==> src/rtl/id_ex_stage.sv <==
// ID/EX pipeline register: captures decoded operands with MEM/WB bypass, holds under back-pressure
// while snooping WB writes. Optional statistics counters are enabled by defining ID_EX_STATS_EN.
module id_ex_stage #(
    parameter int unsigned XLEN      = 32,
    parameter int unsigned REG_IDX_W = 5
) (
    input  logic                 clk,
    input  logic                 rst_n,
    input  logic                 flush,
    input  logic                 in_valid,
    output logic                 in_ready,
    input  logic [REG_IDX_W-1:0] in_rs1_idx,
    input  logic [REG_IDX_W-1:0] in_rs2_idx,
    input  logic [REG_IDX_W-1:0] in_rd_idx,
    input  logic [XLEN-1:0]      in_rs1_val,
    input  logic [XLEN-1:0]      in_rs2_val,
    input  logic [XLEN-1:0]      in_imm,
    input  logic                 in_use_imm,
    input  logic [2:0]           in_op,
    input  logic                 in_mod,
    input  logic                 in_operand_2_neg,
    input  logic                 in_reg_write,
    input  logic                 mem_fwd_en,
    input  logic [REG_IDX_W-1:0] mem_fwd_rd,
    input  logic [XLEN-1:0]      mem_fwd_val,
    input  logic                 wb_fwd_en,
    input  logic [REG_IDX_W-1:0] wb_fwd_rd,
    input  logic [XLEN-1:0]      wb_fwd_val,
    output logic                 out_valid,
    input  logic                 out_ready,
    output logic [XLEN-1:0]      out_rs1_val,
    output logic [XLEN-1:0]      out_rs2_val,
    output logic [XLEN-1:0]      out_imm,
    output logic                 out_use_imm,
    output logic [2:0]           out_op,
    output logic                 out_mod,
    output logic                 out_operand_2_neg,
    output logic [REG_IDX_W-1:0] out_rd_idx,
    output logic                 out_reg_write,
    output logic [31:0]          stall_cnt,
    output logic [31:0]          flush_cnt
);

    logic [REG_IDX_W-1:0] rs1_idx_q;
    logic [REG_IDX_W-1:0] rs2_idx_q;
    logic                 capture;
    logic                 snoop_rs1;
    logic                 snoop_rs2;
    logic [XLEN-1:0]      rs1_byp;
    logic [XLEN-1:0]      rs2_byp;

    // x0 reads as zero; MEM is younger than WB so it wins
    function automatic logic [XLEN-1:0] resolve(
        input logic [REG_IDX_W-1:0] idx,
        input logic [XLEN-1:0]      rf_val,
        input logic                 m_en,
        input logic [REG_IDX_W-1:0] m_rd,
        input logic [XLEN-1:0]      m_val,
        input logic                 w_en,
        input logic [REG_IDX_W-1:0] w_rd,
        input logic [XLEN-1:0]      w_val
    );
        logic [XLEN-1:0] r;
        r = rf_val;
        if (idx == '0)                  r = '0;
        else if (m_en && (m_rd == idx)) r = m_val;
        else if (w_en && (w_rd == idx)) r = w_val;
        return r;
    endfunction

    always_comb begin
        in_ready  = !out_valid || out_ready;
        capture   = in_valid && in_ready && !flush;
        rs1_byp   = resolve(in_rs1_idx, in_rs1_val, mem_fwd_en, mem_fwd_rd, mem_fwd_val,
                            wb_fwd_en, wb_fwd_rd, wb_fwd_val);
        rs2_byp   = resolve(in_rs2_idx, in_rs2_val, mem_fwd_en, mem_fwd_rd, mem_fwd_val,
                            wb_fwd_en, wb_fwd_rd, wb_fwd_val);
        snoop_rs1 = out_valid && wb_fwd_en && (rs1_idx_q != '0) && (wb_fwd_rd == rs1_idx_q);
        snoop_rs2 = out_valid && wb_fwd_en && (rs2_idx_q != '0) && (wb_fwd_rd == rs2_idx_q);
    end

    // Flush beats capture; capture beats consume and snoop
    always_ff @(posedge clk or negedge rst_n) begin
        if (!rst_n) begin
            out_valid         <= 1'b0;
            out_rs1_val       <= '0;
            out_rs2_val       <= '0;
            out_imm           <= '0;
            out_use_imm       <= 1'b0;
            out_op            <= '0;
            out_mod           <= 1'b0;
            out_operand_2_neg <= 1'b0;
            out_rd_idx        <= '0;
            out_reg_write     <= 1'b0;
            rs1_idx_q         <= '0;
            rs2_idx_q         <= '0;
        end else if (flush) begin
            out_valid <= 1'b0;
        end else if (capture) begin
            out_valid         <= 1'b1;
            out_rs1_val       <= rs1_byp;
            out_rs2_val       <= rs2_byp;
            out_imm           <= in_imm;
            out_use_imm       <= in_use_imm;
            out_op            <= in_op;
            out_mod           <= in_mod;
            out_operand_2_neg <= in_operand_2_neg;
            out_rd_idx        <= in_rd_idx;
            out_reg_write     <= in_reg_write;
            rs1_idx_q         <= in_rs1_idx;
            rs2_idx_q         <= in_rs2_idx;
        end else begin
            if (out_ready) out_valid <= 1'b0;
            if (snoop_rs1) out_rs1_val <= wb_fwd_val;
            if (snoop_rs2) out_rs2_val <= wb_fwd_val;
        end
    end

`ifdef ID_EX_STATS_EN
    // Wrapping event counters for back-pressure and redirect loss
    always_ff @(posedge clk or negedge rst_n) begin
        if (!rst_n) begin
            stall_cnt <= '0;
            flush_cnt <= '0;
        end else begin
            if (out_valid && !out_ready && !flush) stall_cnt <= stall_cnt + 32'(1);
            if (flush && out_valid)                flush_cnt <= flush_cnt + 32'(1);
        end
    end
`else
    assign stall_cnt = '0;
    assign flush_cnt = '0;
`endif

endmodule

==> config.mk <==
export PLATFORM = sky130hd
export DESIGN_NAME = id_ex_stage
export DESIGN_NICKNAME = d
export VERILOG_FILES = /design/src/rtl/id_ex_stage.sv
export SDC_FILE = /design/constraint.sdc
export NUM_CORES = 1
export LEC_CHECK = 0
export CELL_PAD_IN_SITES_DETAIL_PLACEMENT = 1
export CELL_PAD_IN_SITES_GLOBAL_PLACEMENT = 1
export CORE_MARGIN = 2
export CORE_UTILIZATION = 32
export DETAILED_ROUTE_END_ITERATION = 16
export GPL_TIMING_DRIVEN = 0
export PLACE_DENSITY_LB_ADDON = 0.1
export SYNTH_ARGS = -nofsm -noshare
export SYNTH_HDL_FRONTEND = slang
export SYNTH_SLANG_ARGS = --single-unit
==> constraint.sdc <==
create_clock -name clk -period 3.94 [get_ports clk]
set_clock_uncertainty 0.05 [all_clocks]
set_input_delay 0.985 -clock clk [delete_from_list [all_inputs] [get_ports clk]]
set_output_delay 0.985 -clock clk [all_outputs]
set_load 0.02 [all_outputs]
==> run summary, run 1 <==
Reg2reg setup slack = 1.55 ns
Pwr Total = 4.757 mW
Cells after synthesis = 765
Vias per cell = 5.349
GPL Wtd Cong = 0.8532
CTS Sinks = 119
Synth Warn # = 0
Asr flop ratio synth = 100.0%
Max Slew Vio Count = 0
Die X-Extent = 158.5 µm
Post-layout util = 51.02%
Drt wl/cell = 22.24 µm
Final setup vio count = 0
Io pins = 373
Nets = 1,355
Initial DRC Count = 356
Kind of critical path = input pin to output pin
Total leakage power = 4.607 nW
Status = complete, no violations
WL final = 33,120 µm
Post-Syn Area = 0.007635 mm²
Fmax = 302.1 MHz
Startpoint types = input pin
Largest net degree at the start of global routing = 88
Final ANT Viol Nets = 0
Synth Register Bits = 119
CTS root buffer = clkbuf_16
P per Cell Area = 397.2 mW/mm²
Post-synth EDFFs = 0
Reg clk slew, reported paths = 0.06 ns
CP Max Fanout = 3
Gr usage total = 26.09%
Buffers on Ports = 308
Slew headroom = 44.60%
CTS tree = yes
H-tree level count = 4
Fin crit share = 84.01%
Most common cell in the netlist = dfrtp_1
Max-Cap Viols = 0
DR pass1 iterations = 5
Area Overhead vs Synth = 56.85%
Initial Util = 32.53%
Final worst path period need = 3.310 ns
Unrepaired setup endpoints after global routing = false
Arrival @ worst endpoint = 2.28 ns
Layout cells sized above 1 = 18.82%
Insertion delay to the later sink of the worst-skew pair = 0.43 ns
First-pass GRT wire length = 49,210 µm
Top cells by area, synth = dfrtp_1 (39%), mux2_2 (8.0%), buf_4 (6.6%), o21ai_0 (6.4%), a2bb2oi_2 (5.9%)
Main synth FF type = dfrtp_1
Worst-margin pin slew = 0.8311 ns
Die H = 158.5 µm
Die ar. = 0.02511 mm²
Crit path capture type = output pin
Final hold violations = 0
Worst setup path start = out_ready
Worst min path class = input pin to async pin
Final HPWL DP = 25,170 µm
Sequential area share after synthesis = 39.00%
Num rows = 56
Post-synth top area cell = dfrtp_1
WP data required = 2.90 ns
Fill cells = 2,655
Number of buffers created by CTS = 17
Drt drc = 0
Initial antenna violation count = 2
Top-area cell type share of the netlist area = 39.00%
Core Region = 0.02347 mm²
Gr ovfl total = 0
Max clock buf depth = 2
Post-CTS Repair Setup Buffers = 0
Hold Buf Count CTS = 0
R2r startpoint = out_valid
PostCTS Resize Cnt = 0
Vias in the first global route = 8,414
Syn avg cell area = 9.980 µm²
Via Count = 7,965
Worst VDD drop = 0.2863 mV
Most frequent cells after synthesis = dfrtp_1 (119), o21ai_0 (97), buf_4 (67)
Number of distinct library cells after synthesis = 35
## logic make-up (layout without fill, tap and decap cells)
family | count (synthesis) | after routing | synth area share, %
compound gates | 261 | 261 | 27.55
xor+xnor | 28 | 28 | 3.212
simple gates | 160 | 160 | 10.80
other cells | 1 | 65 | 0.04912
buf+inv | 142 | 483 | 11.42
flops | 119 | 119 | 39.00
mux | 54 | 54 | 7.965
## routing by layer
| metal | GRT usage [%] | vias to the layer above | wire length, µm |
|---|---|---|---|
| met5 | 0 | - | 0 |
| met4 | 9.438 | 0 | 869 |
| met3 | 8.383 | 53 | 2967 |
| met2 | 43.50 | 395 | 15940 |
| met1 | 31.62 | 3939 | 13340 |
| li1 | - | 3578 | - |
## worst paths after layout
kind	to	cells after the start
max	in_ready	3
min	out_rs1_val[25]	1
max reg2reg	out_rs2_val[30]	6
min reg2reg	out_imm[3]	1
max in group asynchronous	out_rs2_val[2]	2
min in group clk	out_imm[3]	1
## critical path, stage by stage
cell and delay (ns):
clkdlybuf4s50_1 0.45, nand2b_1 0.15, clkdlybuf4s50_1 0.69
## cells in the final DEF (no fill, tap or decap), types with 38 or more instances in the layout
cell and count:
mux2_2 54, nand3_1 66, conb_1 64, buf_4 67
clkbuf_1 38, o21ai_0 97, dfrtp_1 119, clkdlybuf4s50_1 307
nor3_1 65
## area by class of cell
cell class / instances / area, µm² / share of cell area [%]
diodes: 1 / 2.502 / 0.02090
inverters: 1 / 3.754 / 0.03134
plain buffers: 141 / 868.3 / 7.251
flip-flops and latches: 119 / 2978 / 24.87
clock inverters: 14 / 161.4 / 1.348
multi-input cells: 567 / 4021 / 33.58
repair buffers: 309 / 3112 / 25.98
clock buffers: 18 / 429.2 / 3.584
well taps: 319 / 399.1 / 3.333
## report_power, final
group	switching (mW)	internal, mW	leakage [nW]
clock network	0.660	0.951	0.290
registers	0.137	1.42	1.40
logic	0.779	0.807	2.91
## per-stage QoR
step	hold slack (ns)	instances	setup TNS, ns	area (µm²)	setup WS, ns
2_1_floorplan	0.4445	828	0	7871	1.506
3_5_place_dp	0.4425	1456	0	11380	0.3707
5_1_grt	0.3989	1489	0	11980	0.5824
3_3_place_gp	0.4259	1455	-412.80	11350	-3.485
4_1_cts	0.3945	1488	0	11970	0.5967
6_report	0.3986	1489	0	11980	0.6300
## state kept, by name (all words and copies together) (netlist names)
| name | flops |
|---|---|
| out_imm | 32 |
| out_rs1_val | 32 |
| out_rs2_val | 32 |
| out_rd_idx | 5 |
| rs1_idx_q | 5 |
| rs2_idx_q | 5 |
| out_op | 3 |
| out_mod | 1 |
| out_operand_2_neg | 1 |
| out_reg_write | 1 |
| out_use_imm | 1 |
| out_valid | 1 |
No activity file was read; power rests on OpenSTA's default activity.
==> run 2, diff against run 1 <==
--- a/config.mk
+++ b/config.mk
@@ -8,7 +8,7 @@
 export CELL_PAD_IN_SITES_DETAIL_PLACEMENT = 1
 export CELL_PAD_IN_SITES_GLOBAL_PLACEMENT = 1
 export CORE_MARGIN = 2
-export CORE_UTILIZATION = 32
+export CORE_UTILIZATION = 30
 export DETAILED_ROUTE_END_ITERATION = 16
 export GPL_TIMING_DRIVEN = 0
 export PLACE_DENSITY_LB_ADDON = 0.1
==> constraint.sdc (replaced) <==
create_clock -name clk -period 3.29 [get_ports clk]
set_clock_uncertainty 0.05 [all_clocks]
set_input_delay 0.8225 -clock clk [delete_from_list [all_inputs] [get_ports clk]]
set_output_delay 0.8225 -clock clk [all_outputs]
set_load 0.02 [all_outputs]
==> run 2 against run 1 <==
  * Register-to-register slack got worse by 0.73 ns
  * Via count fell by 3.4%
  * Core utilization fell by 3.3 points
  * Cell area rose by 0.10%
  * Sequential cell count did not move
  * Total power rose by 20%
  * Largest cell class unchanged
  * Combinational power rose by 19%
  * Worst setup slack got worse by 0.46 ns
  * Highest routed layer unchanged
  * First-iteration DRC count fell by 5.3%
==> run summary, run 2 (synthesis results as in run 1) <==
Worst min path class = input pin to async pin (unchanged)
Final worst path period need = 3.121 ns
WL final = 32,830 µm (was 33,120 µm)
Reg clk slew, reported paths = 0.06 ns (about the same)
Die H = 163.5 µm (was 158.5 µm)
Insertion delay to the later sink of the worst-skew pair = 0.42 ns (was 0.43 ns)
Total leakage power = 4.600 nW (was 4.607 nW)
First-pass GRT wire length = 49,410 µm (was 49,210 µm)
Final setup vio count = 0 (unchanged)
Largest net degree at the start of global routing = 71 (was 88)
Final hold violations = 0 (unchanged)
Number of buffers created by CTS = 17 (unchanged)
H-tree level count = 4 (unchanged)
Fmax = 320.4 MHz
Drt wl/cell = 21.89 µm (was 22.24 µm)
Area Overhead vs Synth = 57.01% (was 56.85%)
Placed cell area = 0.01140 mm² (was 0.01138 mm²)
CTS root buffer = clkbuf_16 (unchanged)
Final HPWL DP = 24,840 µm (was 25,170 µm)
Gr usage total = 24.52% (was 26.09%)
Most frequent cells in the layout = clkdlybuf4s50_1 (307), dfrtp_1 (119), o21ai_0 (97), buf_4 (67), nand3_1 (66) (unchanged)
Initial DRC Count = 337 (was 356)
Initial Util = 30.41% (was 32.53%)
Post-CTS Repair Setup Buffers = 0 (unchanged)
Via Count = 7,696 (was 7,965)
Pint = 3.802 mW (was 3.181 mW)
Gr ovfl total = 0 (unchanged)
Reg power frac = 32.7% (was 32.8%)
Crit path capture type = flop (was output pin)
Hold Buf Count CTS = 0 (unchanged)
Die X-Extent = 163.5 µm (was 158.5 µm)
Status = complete, no violations (unchanged)
Final ANT Viol Nets = 0 (unchanged)
Commonest non-fill, non-tap cell in the layout = clkdlybuf4s50_1 (unchanged)
Slew headroom = 55.49% (was 44.60%)
Pwr Total = 5.688 mW (was 4.757 mW)
Layout cells sized above 1 = 18.84% (was 18.82%)
P per Cell Area = 474.5 mW/mm² (was 397.2 mW/mm²)
Max-Cap Viols = 0 (unchanged)
Unrepaired setup endpoints after global routing = false (unchanged)
Max clock buf depth = 2 (unchanged)
PostCTS Resize Cnt = 0 (unchanged)
CP Max Fanout = 10 (was 3)
Vias per cell = 5.131 (was 5.349)
Clock power share = 33.9% (about the same)
GPL Wtd Cong = 0.8454 (was 0.8532)
Drt drc = 0 (unchanged)
CTS Sinks = 119 (unchanged)
Non-Filler Cell Area, Final = 0.01199 mm² (was 0.01198 mm²)
Sw frac = 33.15% (was 33.13%)
CTS tree = yes (unchanged)
Arrival @ worst endpoint = 3.43 ns (was 2.28 ns)
Startpoint types = input pin (unchanged)
Max Slew Vio Count = 0 (unchanged)
Nets = 1,355 (unchanged)
Buffers on Ports = 308 (unchanged)
Largest regs = out_imm: 32 flops, out_rs1_val: 32 flops, out_rs2_val: 32 flops (unchanged)
Vias in the first global route = 8,274 (was 8,414)
Initial antenna violation count = 1 (was 2)
Kind of critical path = input pin to flop (was input pin to output pin)
Die ar. = 0.02674 mm² (was 0.02511 mm²)
Io pins = 373 (unchanged)
Worst-margin pin slew = 0.6663 ns (was 0.8311 ns)
Net Sw Power = 1.886 mW (was 1.576 mW)
WP data required = 3.60 ns (was 2.90 ns)
Core Region = 0.02511 mm² (was 0.02347 mm²)
Comb power frac = 33.4% (was 33.3%)
Worst VDD drop = 0.2930 mV (was 0.2863 mV)
Num rows = 58 (was 56)
Fin crit share = 94.87%
DR pass1 iterations = 5 (unchanged)
-- run 2: worst max-delay path, cell delays in order --
cell and delay [ns]:
clkdlybuf4s50_1 0.57, xor2_1 0.23, nor4_1 0.34, nand3_1 0.37
nand2_1 0.36, buf_1 0.51, o22a_1 0.22
-- run 2: area by class of cell --
cell class	instances	area (µm²)
fill	2868	13120
multi-input combinational	567	4021
timing repair buffer	309	3112
sequential	119	2978
buffer	141	868.3
clock buffer	17	425.4
tap	330	412.9
clock inverter	14	161.4
antenna	2	5.005
inverter	1	3.754
-- run 2: power groups by stage --
stage | Clock [mW] | Combinational [mW] | Sequential, mW
2_1_floorplan | 0 | 0.662 | 2.13
3_3_place_gp | 0 | 1.88 | 1.88
3_5_place_dp | 0 | 1.90 | 1.89
4_1_cts | 1.97 | 1.91 | 1.86
5_1_grt | 2.04 | 2.02 | 1.89
6_report | 1.93 | 1.90 | 1.86
-- run 2: worst paths after layout --
kind,from,endpoint,slack (ns),cells past startpoint
worst max-delay path,wb_fwd_rd[0],out_rs1_val[10],0.17,7
worst min-delay path,rst_n,out_rs1_val[26],0.29,1
worst max register to register,rs1_idx_q[0],out_rs1_val[10],0.82,6
worst min register to register,out_rd_idx[2],out_rd_idx[2],0.45,1
max in group asynchronous,rst_n,out_rs1_val[0],2.10,2
min in group clk,out_rd_idx[2],out_rd_idx[2],0.45,1
-- run 2: routing by layer --
metal	share of wire [%]	up-vias	track usage [%]
met2	48	295	40.51
met5	0	-	0
met4	2.2	0	8.134
met3	8.3	41	7.796
met1	42	3782	30.29
li1	-	3578	-
-- run 2: stage by stage --
step                      worst slack, ns  utilization, %  setup TNS (ns)  cells  hold WS (ns)
after global routing              0.06410           47.73               0   1499        0.3198
after floorplan                     1.019               -               0    828        0.4445
final                              0.1688           47.74               0   1500        0.2851
after detailed placement          -0.2329           45.39          -2.549   1467        0.4438
after global placement             -4.020           45.27         -478.65   1466        0.4361
after CTS                          0.2115           47.72               0   1498        0.3038
==> run 3, diff against run 2 <==
--- a/config.mk
+++ b/config.mk
@@ -11,6 +11,7 @@
 export CORE_UTILIZATION = 30
 export DETAILED_ROUTE_END_ITERATION = 16
 export GPL_TIMING_DRIVEN = 0
+export MAX_ROUTING_LAYER = met4
 export PLACE_DENSITY_LB_ADDON = 0.1
 export SYNTH_ARGS = -nofsm -noshare
 export SYNTH_HDL_FRONTEND = slang
==> run 3 against run 2 <==
  * Combinational power about the same
  * Fmax is 0.89% higher
  * Count of clock-buffer cells in the layout unchanged
  * Clock power barely moved
==> run summary, run 3 (synthesis results as in run 1) <==
Status = complete, no violations (unchanged)
Initial antenna violation count = 1 (unchanged)
CTS tree = yes (unchanged)
Layout cells sized above 1 = 18.84% (unchanged)
Non-Filler Cell Area, Final = 0.01199 mm² (unchanged)
Final HPWL DP = 24,840 µm (unchanged)
Kind of critical path = input pin to flop (unchanged)
Placed cell area = 0.01140 mm² (unchanged)
Core Region = 0.02511 mm² (unchanged)
Gr usage total = 25.24% (was 24.52%)
Unrepaired setup endpoints after global routing = false (unchanged)
Clock power share = 33.9% (about the same)
DR pass1 iterations = 5 (unchanged)
Drt drc = 0 (unchanged)
Buffers on Ports = 308 (unchanged)
PostCTS Resize Cnt = 0 (unchanged)
Number of buffers created by CTS = 17 (unchanged)
Post-CTS Repair Setup Buffers = 0 (unchanged)
Arrival @ worst endpoint = 3.40 ns (was 3.43 ns)
Worst VDD drop = 0.2908 mV (was 0.2930 mV)
Initial DRC Count = 350 (was 337)
GPL Wtd Cong = 0.8586 (was 0.8454)
Io pins = 373 (unchanged)
Vias in the first global route = 8,309 (was 8,274)
Num rows = 58 (unchanged)
H-tree level count = 4 (unchanged)
Slew headroom = 55.76% (was 55.49%)
Pwr Total = 5.685 mW (was 5.688 mW)
Max-Cap Viols = 0 (unchanged)
WL final = 32,870 µm (was 32,830 µm)
Worst-margin pin slew = 0.6637 ns (was 0.6663 ns)
Area Overhead vs Synth = 57.01% (unchanged)
Comb power frac = 33.4% (about the same)
Total leakage power = 4.600 nW (unchanged)
Commonest non-fill, non-tap cell in the layout = clkdlybuf4s50_1 (unchanged)
Largest net degree at the start of global routing = 71 (unchanged)
Crit path capture type = flop (unchanged)
Max Slew Vio Count = 0 (unchanged)
Final worst path period need = 3.094 ns (was 3.121 ns)
WP data required = 3.60 ns (about the same)
Final setup vio count = 0 (unchanged)
CTS Sinks = 119 (unchanged)
P per Cell Area = 474.2 mW/mm² (was 474.5 mW/mm²)
Hold Buf Count CTS = 0 (unchanged)
Die X-Extent = 163.5 µm (unchanged)
Fin crit share = 94.03% (was 94.87%)
Max clock buf depth = 2 (unchanged)
Die H = 163.5 µm (unchanged)
Final ANT Viol Nets = 0 (unchanged)
Pint = 3.803 mW (was 3.802 mW)
Final hold violations = 0 (unchanged)
First-pass GRT wire length = 49,270 µm (was 49,410 µm)
Reg power frac = 32.7% (about the same)
Drt wl/cell = 21.91 µm (was 21.89 µm)
Worst min path class = input pin to async pin (unchanged)
Insertion delay to the later sink of the worst-skew pair = 0.42 ns (about the same)
Initial Util = 30.41% (unchanged)
Vias per cell = 5.158 (was 5.131)
CTS root buffer = clkbuf_16 (unchanged)
Largest regs = out_imm: 32 flops, out_rs1_val: 32 flops, out_rs2_val: 32 flops (unchanged)
Most frequent cells in the layout = clkdlybuf4s50_1 (307), dfrtp_1 (119), o21ai_0 (97), buf_4 (67), nand3_1 (66) (unchanged)
CP Max Fanout = 10 (unchanged)
Gr ovfl total = 0 (unchanged)
Fmax = 323.2 MHz (was 320.4 MHz)
Net Sw Power = 1.882 mW (was 1.886 mW)
Reg clk slew, reported paths = 0.06 ns (about the same)
Via Count = 7,737 (was 7,696)
Startpoint types = input pin (unchanged)
Sw frac = 33.11% (was 33.15%)
Nets = 1,355 (unchanged)
Die ar. = 0.02674 mm² (unchanged)
## run 3: cell counts in the layout (fill, tap and decap cells not counted)
Identical to the previous run, type by type.
## run 3: power groups by stage
stage	Clock [mW]	Combinational [mW]	Sequential [mW]
final	1.93	1.90	1.86
after global routing	2.04	2.02	1.89
after CTS	1.97	1.91	1.86
after detailed placement	0	1.90	1.89
after global placement	0	1.88	1.88
after floorplan	0	0.662	2.13
## run 3: final cells by class
cell class,count,area [µm²]
antenna,2,5.005
buffer,141,868.3
clock buffer,17,425.4
clock inverter,14,161.4
fill,2868,13120
inverter,1,3.754
multi-input combinational,567,4021
sequential,119,2978
tap,330,412.9
timing repair buffer,309,3112
## run 3: stage by stage
stage / TNS (ns) / instances / hold slack [ns] / setup slack [ns] / utilization (%)
after global routing: 0 / 1499 / 0.3199 / 0.05365 / 47.73
final: 0 / 1500 / 0.2782 / 0.1964 / 47.74
after CTS: 0 / 1498 / 0.3038 / 0.2115 / 47.72
after detailed placement: -2.549 / 1467 / 0.4438 / -0.2329 / 45.39
after global placement: -478.65 / 1466 / 0.4361 / -4.020 / 45.27
after floorplan: 0 / 828 / 0.4445 / 1.019 / -
## run 3: path summary, 6_finish.rpt
kind	from	to	slack, ns	cells past startpoint
setup / recovery	wb_fwd_rd[0]	out_rs1_val[10]	0.20	7
hold / removal	rst_n	out_rs1_val[26]	0.28	1
setup reg to reg	rs1_idx_q[3]	out_rs1_val[10]	0.84	6
hold reg to reg	out_imm[4]	out_imm[4]	0.45	1
max in group asynchronous	rst_n	out_rs1_val[0]	2.11	2
min in group clk	out_imm[4]	out_imm[4]	0.45	1
## run 3: worst max-delay path, cell delays in order
cell and delay [ns]:
clkdlybuf4s50_1 0.57, xor2_1 0.23, nor4_1 0.34, nand3_1 0.37, nand2_1 0.34, buf_1 0.50
o22a_1 0.22
## run 3: layer usage
metal	up-vias	wire length [µm]	global-route usage, %
met5	-	0	-
met4	0	738	8.134
met3	43	2631	6.907
met2	334	15610	40.54
met1	3780	13890	30.83
li1	3580	-	-
